File: src/rtl/board_csr_pkg.sv
// Shared constants for the board CSR responder: register map, STICKY bit
// positions and reset values.
package board_csr_pkg;

    localparam int unsigned DATA_W = 32;
    localparam logic [3:0]  LED_RST = 4'hF;

    // Word addresses
    localparam int unsigned CSR_ID        = 32'd0;
    localparam int unsigned CSR_SCRATCH   = 32'd1;
    localparam int unsigned CSR_LED       = 32'd2;
    localparam int unsigned CSR_STATUS    = 32'd3;
    localparam int unsigned CSR_STICKY    = 32'd4;
    localparam int unsigned CSR_PERST_CNT = 32'd5;
    localparam int unsigned CSR_UPTIME    = 32'd6;
    localparam int unsigned CSR_IRQ_MASK  = 32'd7;

    // STICKY bit indices
    localparam int unsigned STICKY_A_FAIL = 0;
    localparam int unsigned STICKY_B_FAIL = 1;
    localparam int unsigned STICKY_PERST  = 2;
    localparam int unsigned STICKY_W      = 3;

endpackage

File: src/rtl/csr_sync2.sv
// Two-flop synchronizer with a configurable reset value per bit.
module csr_sync2 #(
    parameter int unsigned      WIDTH   = 1,
    parameter logic [WIDTH-1:0] RST_VAL = '0
) (
    input  logic             clk_u59,
    input  logic             any_rstn,
    input  logic [WIDTH-1:0] d_i,
    output logic [WIDTH-1:0] q_o
);

    logic [WIDTH-1:0] meta_q, meta_d;
    logic [WIDTH-1:0] sync_q, sync_d;

    // Next-state: shift the asynchronous input through two stages
    always_comb begin
        meta_d = d_i;
        sync_d = meta_q;
    end

    // Synchronizer flops
    always_ff @(posedge clk_u59 or negedge any_rstn) begin
        if (!any_rstn) begin
            meta_q <= RST_VAL;
            sync_q <= RST_VAL;
        end else begin
            meta_q <= meta_d;
            sync_q <= sync_d;
        end
    end

    assign q_o = sync_q;

endmodule

File: src/rtl/avmm_board_csr_responder.sv
// Avalon-MM CSR responder for the board: ID, scratch, LED control, DDR4
// calibration status, sticky faults, PERST# event counter and uptime.
// Optional build macro CSR_IRQ_EN adds the irq output and the IRQ_MASK register.
module avmm_board_csr_responder
    import board_csr_pkg::*;
#(
    parameter int unsigned ADDR_W       = 4,
    parameter logic [31:0] ID_VALUE     = 32'hCA7A_0003,
    parameter int unsigned READ_LATENCY = 2
) (
    input  logic              clk_u59,
    input  logic              any_rstn,
    input  logic [ADDR_W-1:0] avs_address,
    input  logic              avs_read,
    input  logic              avs_write,
    input  logic [31:0]       avs_writedata,
    input  logic [3:0]        avs_byteenable,
    output logic              avs_waitrequest,
    output logic [31:0]       avs_readdata,
    output logic              avs_readdatavalid,
    input  logic              ddr4_a_cal_success,
    input  logic              ddr4_a_cal_fail,
    input  logic              ddr4_b_cal_success,
    input  logic              ddr4_b_cal_fail,
    input  logic              pcie_perstn,
    output logic [3:0]        led_o
`ifdef CSR_IRQ_EN
    ,
    output logic              irq
`endif
);

    logic [3:0]  cal_sync;   // {b_fail, b_succ, a_fail, a_succ}
    logic        perstn_sync;
    logic        perst_fall;
    logic [31:0] addr_idx;
    logic        init_q, init_d;
    logic        wr_acc, rd_acc;
    logic [DATA_W-1:0] rdata;

    logic [DATA_W-1:0]   scratch_q, scratch_d;
    logic [3:0]          led_q, led_d;
    logic [STICKY_W-1:0] sticky_q, sticky_d, sticky_set, sticky_clr;
    logic [31:0]         perst_cnt_q, perst_cnt_d;
    logic [31:0]         uptime_q, uptime_d;
    logic                perstn_prev_q, perstn_prev_d;

    logic [READ_LATENCY-1:0] rd_vld_q, rd_vld_d;
    logic [DATA_W-1:0]       rd_dat_q [READ_LATENCY];
    logic [DATA_W-1:0]       rd_dat_d [READ_LATENCY];

`ifdef CSR_IRQ_EN
    logic [STICKY_W-1:0] irq_mask_q, irq_mask_d;
    logic                irq_q, irq_d;
`endif

    csr_sync2 #(
        .WIDTH   (4),
        .RST_VAL (4'b0000)
    ) u_sync_cal (
        .clk_u59  (clk_u59),
        .any_rstn (any_rstn),
        .d_i      ({ddr4_b_cal_fail, ddr4_b_cal_success, ddr4_a_cal_fail, ddr4_a_cal_success}),
        .q_o      (cal_sync)
    );

    csr_sync2 #(
        .WIDTH   (1),
        .RST_VAL (1'b1)
    ) u_sync_perstn (
        .clk_u59  (clk_u59),
        .any_rstn (any_rstn),
        .d_i      (pcie_perstn),
        .q_o      (perstn_sync)
    );

    assign addr_idx   = 32'(avs_address);
    assign perst_fall = perstn_prev_q & ~perstn_sync;

    // Handshake: busy for one cycle out of reset; a read colliding with a write is stalled
    always_comb begin
        init_d          = 1'b0;
        avs_waitrequest = init_q | (avs_read & avs_write);
        wr_acc          = avs_write & ~init_q;
        rd_acc          = avs_read & ~avs_write & ~init_q;
    end

    // Read mux, sampled at acceptance
    always_comb begin
        rdata = '0;
        case (addr_idx)
            CSR_ID:        rdata = ID_VALUE;
            CSR_SCRATCH:   rdata = scratch_q;
            CSR_LED:       rdata = {28'b0, led_q};
            CSR_STATUS:    rdata = {28'b0, cal_sync};
            CSR_STICKY:    rdata = {29'b0, sticky_q};
            CSR_PERST_CNT: rdata = perst_cnt_q;
            CSR_UPTIME:    rdata = uptime_q;
`ifdef CSR_IRQ_EN
            CSR_IRQ_MASK:  rdata = {29'b0, irq_mask_q};
`endif
            default:       rdata = '0;
        endcase
    end

    // Register next-state: host writes, hardware status updates and counters
    always_comb begin
        scratch_d     = scratch_q;
        led_d         = led_q;
        perstn_prev_d = perstn_sync;
        uptime_d      = uptime_q + 32'd1;
        perst_cnt_d   = perst_cnt_q;
        sticky_clr    = '0;
`ifdef CSR_IRQ_EN
        irq_mask_d    = irq_mask_q;
        irq_d         = |(sticky_q & irq_mask_q);
`endif
        if (wr_acc) begin
            case (addr_idx)
                CSR_SCRATCH: begin
                    for (int unsigned b = 0; b < 4; b++) begin
                        if (avs_byteenable[b]) begin
                            scratch_d[8*b +: 8] = avs_writedata[8*b +: 8];
                        end
                    end
                end
                CSR_LED: begin
                    if (avs_byteenable[0]) led_d = avs_writedata[3:0];
                end
                CSR_STICKY: begin
                    if (avs_byteenable[0]) sticky_clr = avs_writedata[STICKY_W-1:0];
                end
`ifdef CSR_IRQ_EN
                CSR_IRQ_MASK: begin
                    if (avs_byteenable[0]) irq_mask_d = avs_writedata[STICKY_W-1:0];
                end
`endif
                default: ;
            endcase
        end
        sticky_set                = '0;
        sticky_set[STICKY_A_FAIL] = cal_sync[1];
        sticky_set[STICKY_B_FAIL] = cal_sync[3];
        sticky_set[STICKY_PERST]  = perst_fall;
        // Hardware set takes priority over a simultaneous W1C
        sticky_d = (sticky_q & ~sticky_clr) | sticky_set;
        if (perst_fall && (perst_cnt_q != 32'hFFFF_FFFF)) begin
            perst_cnt_d = perst_cnt_q + 32'd1;
        end
    end

    // Read pipeline: data stages only load on valid so the output holds its last value
    always_comb begin
        rd_vld_d[0] = rd_acc;
        rd_dat_d[0] = rd_acc ? rdata : rd_dat_q[0];
        for (int unsigned i = 1; i < READ_LATENCY; i++) begin
            rd_vld_d[i] = rd_vld_q[i-1];
            rd_dat_d[i] = rd_vld_q[i-1] ? rd_dat_q[i-1] : rd_dat_q[i];
        end
    end

    // State registers
    always_ff @(posedge clk_u59 or negedge any_rstn) begin
        if (!any_rstn) begin
            init_q        <= 1'b1;
            scratch_q     <= '0;
            led_q         <= LED_RST;
            sticky_q      <= '0;
            perst_cnt_q   <= '0;
            uptime_q      <= '0;
            perstn_prev_q <= 1'b1;
            rd_vld_q      <= '0;
            for (int unsigned i = 0; i < READ_LATENCY; i++) rd_dat_q[i] <= '0;
`ifdef CSR_IRQ_EN
            irq_mask_q    <= '0;
            irq_q         <= 1'b0;
`endif
        end else begin
            init_q        <= init_d;
            scratch_q     <= scratch_d;
            led_q         <= led_d;
            sticky_q      <= sticky_d;
            perst_cnt_q   <= perst_cnt_d;
            uptime_q      <= uptime_d;
            perstn_prev_q <= perstn_prev_d;
            rd_vld_q      <= rd_vld_d;
            rd_dat_q      <= rd_dat_d;
`ifdef CSR_IRQ_EN
            irq_mask_q    <= irq_mask_d;
            irq_q         <= irq_d;
`endif
        end
    end

    assign avs_readdatavalid = rd_vld_q[READ_LATENCY-1];
    assign avs_readdata      = rd_dat_q[READ_LATENCY-1];
    assign led_o             = led_q;
`ifdef CSR_IRQ_EN
    assign irq               = irq_q;
`endif

endmodule

File: config.mk
export PLATFORM = sky130hd
export DESIGN_NAME = avmm_board_csr_responder
export DESIGN_NICKNAME = d
export VERILOG_FILES = /design/src/rtl/board_csr_pkg.sv /design/src/rtl/csr_sync2.sv /design/src/rtl/avmm_board_csr_responder.sv
export SDC_FILE = /design/constraint.sdc
export NUM_CORES = 1
export LEC_CHECK = 0
export BUFFER_PORTS_ARGS = -buffer_cell sky130_fd_sc_hd__buf_4
export CORE_MARGIN = 2
export CORE_UTILIZATION = 50
export DETAILED_ROUTE_END_ITERATION = 12
export PLACE_DENSITY = 0.7
export SETUP_SLACK_MARGIN = 0.5
export SLEW_MARGIN = 20
export SYNTH_ARGS = -nofsm -noshare
export SYNTH_HDL_FRONTEND = slang
export SYNTH_HIERARCHICAL = 1
export SYNTH_SLANG_ARGS = --single-unit
File: constraint.sdc
create_clock -name clk_u59 -period 2.6 [get_ports clk_u59]
set_clock_uncertainty 0.15 [all_clocks]
set_input_delay 0 -clock clk_u59 [delete_from_list [all_inputs] [get_ports clk_u59]]
set_output_delay 0 -clock clk_u59 [all_outputs]
set_load 0.05 [all_outputs]
# Word level (Yosys, flattened, before mapping)

Index checks and enable logic that the tools add are counted.

Register bits: 181
Bits of input ports: 49
Output and inout port bits: 38

Add/sub/neg operators: 2
Equal/unequal tests: 7
Multiplexer cells: 4
Bitwise operators: 12
Reductions and logical operators: 7

Operators by type and width:

| operator                                            | count |
|---|---|
| case mux 32 bit (7 select lines)                    | 1 |
| adder 32 x 1 -> 32 bit, second input constant       | 2 |
| logical NOT 32 bit                                  | 1 |
| inequality test 32 bit, second input constant       | 1 |
| AND reduction 3 bit                                 | 5 |
| equality test 4 x 3 -> 1 bit, second input constant | 3 |
| two-way mux 3 bit                                   | 3 |
| equality test 4 x 2 -> 1 bit, second input constant | 2 |
| AND 1 bit                                           | 5 |
| equality test 4 x 1 -> 1 bit, second input constant | 1 |
| AND 3 bit                                           | 1 |
| inverter 1 bit                                      | 3 |
| inverter 3 bit                                      | 1 |
| bitwise OR 3 bit                                    | 1 |
| logical AND 1 bit                                   | 1 |
| bitwise OR 1 bit                                    | 1 |

# Depth between registers and ports, before layout

Word-level depth: 6
Mapped depth: 8

# Hierarchy

The synthesis kept the hierarchy.

By module, submodules not included:

| module                     | times used | cells an instance | area each (µm²) | sequential area each (µm²) |
|---|---|---|---|---|
| avmm_board_csr_responder   | 1          | 667               | 7,792.5         | 4,286.6 |
| csr_sync2 at u_sync_cal    | 1          | 8                 | 200.2           | 200.2 |
| csr_sync2 at u_sync_perstn | 1          | 2                 | 52.6            | 52.6 |

# Worst setup path after synthesis

No wires, ideal clock.

Kind: flip-flop to flip-flop
Start: register perst_cnt_q[20]
End: register perst_cnt_q[11]
Data arrival time: 1.777 ns
Required time: 2.311 ns
Path slack: 0.533 ns
Stages on the path, launching flop included: 6
Path buffers: 0
Period minus slack after synthesis: 2.067 ns
Path through: dfrtp_1 > nand4_2 > or4_4 > nor4_4 > nor4b_1 > xor2_1

Word-level cells in the longest chain between the ends: 2

Ends and longest elaborated chain:

| element                  | RTL line                        | text |
|---|---|---|
| start: declaration       | avmm_board_csr_responder.sv:44  | `logic [31:0] perst_cnt_q, perst_cnt_d;` |
| start signal: assignment | avmm_board_csr_responder.sv:183 | `perst_cnt_q <= perst_cnt_d;` |
| inequality test 32 bit   | avmm_board_csr_responder.sv:147 | `if (perst_fall && (perst_cnt_q != 32'hFFFF_FFFF)) begin` |
| logical AND 1 bit        | avmm_board_csr_responder.sv:147 |  |

No other way between the ends.
A chain may end at the register's enable or synchronous reset.

# Worst setup path after layout

Start: register perst_cnt_q[30]
End: register perst_cnt_q[7]

Same word-level chain as after synthesis.

==> run metrics <==
Max Fanout on Critical Path 6; Die W 131 um; Final Cell Area around 10,000 sq um; CTS buffer count 17; sw power between 1500 and 2000 uW; predominant post-synthesis flop cell dfrtp_1; Max Slew Vio Count 0; Cell variety after synth 57; register clock-pin slew on the reported worst setup and hold paths 0.07 ns; maximum VDD drop just under 0.5 mV; ant diodes 0; worst hold slack -0.0225 ns; crit path setup slack, layout 0.552 ns; vias per cell 5.61; Clock Latency Late Sink between 0.4 and 0.5 ns; total gr overflow 0; Synth area leaders dfrtp_1 (54%), mux2_2 (9.7%), xnor2_1 (3.8%); fin crit share 78.8%; die height roughly 130 um; Initial DRT Pass Iterations 6; number of I/O pins 87; Mapped Area 8050 sq um; Hold Crit Class in2async; setup_tns 0 ns; YS warnings 6; most frequent cell after synthesis dfrtp_1; DR iter-0 viols 533; die area 17,100 sq um; Rel. slew slack 56.8%; PwrDens 660 nW/um^2; Setup Slack @ Placement 0.335 ns; drc violations 0; Post-synth EDFFs 0; hpwl dp 12.7 mm; initial antenna violation count 0; count of non-filler cells in the finished layout 1,020; Hold Violations, Final 16; Yosys top cell by area dfrtp_1; clock tree buffer depth 2; Post-Synthesis Cells slightly below 700; CP Capture Type register; share of power burned in registers 47.4%; crit path time final 2.05 ns; FFs w/ async S/R, synth 100%; vias in the first global route roughly 5,500; MaxCap Viol Count 0; clock share of power 42.4%; Total GRT Usage 22.6%; share of layout cells above drive strength 1 32.7%; internal power 5040 uW; Clock Sinks 181; RSZ-0062 raised after global routing yes; routed wire length per instance 18.4 um; first-pass GRT wire length 29.4 mm; Synth Register Bits 181; Comb power frac about 10%; via count of the routed design 5,725; Clock Root Buffer clkbuf_16; Initial Util 50.8%; largest net degree at the start of global routing 71; Final nets 842; Synth top area share 53.8%; Synth Area per Inst 11.9 sq um; Synth-to-Final Area Change 24.6%; Core Area between 15,000 and 20,000 sq um; routability cong. around 0.85; CP arrival between 2 and 2.5 ns; failing checks negative hold slack; Finish-stage setup viols 0; H-tree levels 4; port bufs 86; critical path required time ~2.7 ns; Post-synth top cells dfrtp_1 (173), mux2_2 (69), nand2_1 (66), xnor2_1 (35), buf_4 (32); crit start category register; final wirelength 18.7 mm; Sw Share 23.9%; Rows 46; Inst Count DP 934; Area after DPL a little under 9000 sq um; FMAX 488 MHz; Seq/Total Area, Yosys 56.4%; CTS tree built; Worst-Margin Slew 0.648 ns; syn nets about 730; Routed Antenna Nets 0; Leak approximately 0.0047 uW; outcome finished with violations; Setup CP Type reg2reg
[layout by cell type (no fill, tap or decap), drive strengths merged, types with 4 or more instances in the layout]
cell         instances
dfstp                8
or3                  4
xnor2               35
nand3               22
mux2                69
nor3                11
xor2                24
clkbuf              20
dlygate4sd3         45
and4                 8
nand4               15
nor2                24
a222oi              19
inv                  8
nand2b               4
dfrtp              173
and3                 8
buf                112
a22oi                9
nor4                 9
nand2               66
clkinv               5
mux2i                6
bufinv               5
or4                  4
a21oi               24
a21o                13
o21ai               25
[per-layer routing]
| metal | GRT usage [%] | routed length, um | share of wire [%] | vias to the layer above |
|---|---|---|---|---|
| li1 | - | - | - | 2632 |
| met1 | 31.5 | 8380 | 45 | 2880 |
| met2 | 35.4 | 9010 | 48 | 186 |
| met4 | 6.51 | 247 | 1.3 | 0 |
| met3 | 5.66 | 1090 | 5.8 | 27 |
| met5 | 0 | 0 | 0 | - |
[through the flow]
stage | total power, uW | util, %
final | 6620 | 63.3
after global routing | 6860 | 63.3
after CTS | 6640 | 62.6
after detailed placement | 3770 | 55.4
after global placement | 3740 | 55.4
after floorplan | 3520 | -
[path summary, 6_finish.rpt]
path / start / to / slack [ns] / cells past startpoint
setup / recovery: perst_cnt_q[30]$_DFFE_PN0P_ / perst_cnt_q[7]$_DFFE_PN0P_ / 0.55 / 6
hold / removal: any_rstn / u_sync_cal/meta_q[2]$_DFF_PN0_ / -0.02 / 2
setup reg to reg: perst_cnt_q[30]$_DFFE_PN0P_ / perst_cnt_q[7]$_DFFE_PN0P_ / 0.55 / 6
hold reg to reg: u_sync_perstn/meta_q$_DFF_PN1_ / u_sync_perstn/q_o$_DFF_PN1_ / 0.20 / 0
max in group asynchronous: any_rstn / init_q$_DFF_PN1_ / 1.53 / 3
min in group clk_u59: avs_write / sticky_q[1]$_DFF_PN0_ / 0.02 / 5
[logic make-up after synthesis]
kind of cell / count (synthesis) / share of synthesized area, %
simple gates: 189 / 12.8
flops: 181 / 56.4
compound gates: 101 / 8.71
buf+inv: 69 / 4.85
mux: 75 / 10.4
other cells: 1 / 0.0466
fa+ha+maj: 2 / 0.311
xor+xnor: 59 / 6.42
[repair_timing]
action	CTS	global route
resized for setup	10	21
hold endpoints to repair	229	8
setup buffers	3	6
pin swaps	4	4
setup endpoints to repair	20	30
hold buffers	44	1
[critical path: stages, from the launching register on]
cell	delay, ns
dfrtp_1	0.44
nand2_1	0.15
or3_2	0.51
nor4_4	0.26
buf_4	0.18
nor4b_1	0.07
xor2_1	0.15
[power by group through the flow]
stage	combinational [uW]	clock [uW]	sequential [uW]
floorplan	360	0	3160
global placement	571	0	3170
detailed placement	589	0	3180
CTS	672	2840	3120
global route	732	2980	3150
finish	674	2810	3130
[registers in the layout, indices dropped and copies added (netlist names)]
signal,cells
avs_readdata,32
u_sync_cal/q_o,4
perstn_prev_q,1
perst_cnt_q,32
u_sync_perstn/meta_q,1
uptime_q,32
init_q,1
led_o,4
rd_vld_q,2
sticky_q,3
scratch_q,32
rd_dat_q,32
u_sync_cal/meta_q,4
u_sync_perstn/q_o,1
[final cells by class]
class | instances | area, sq um
Fill cell | 1188 | 5810
Clock inverter | 12 | 203
Tap cell | 216 | 270
Clock buffer | 20 | 447
Sequential cell | 181 | 4560
Inverter | 7 | 26.3
Multi-Input combinational cell | 427 | 3200
Timing Repair Buffer | 157 | 1320
Power figures use the tool's default switching activity.
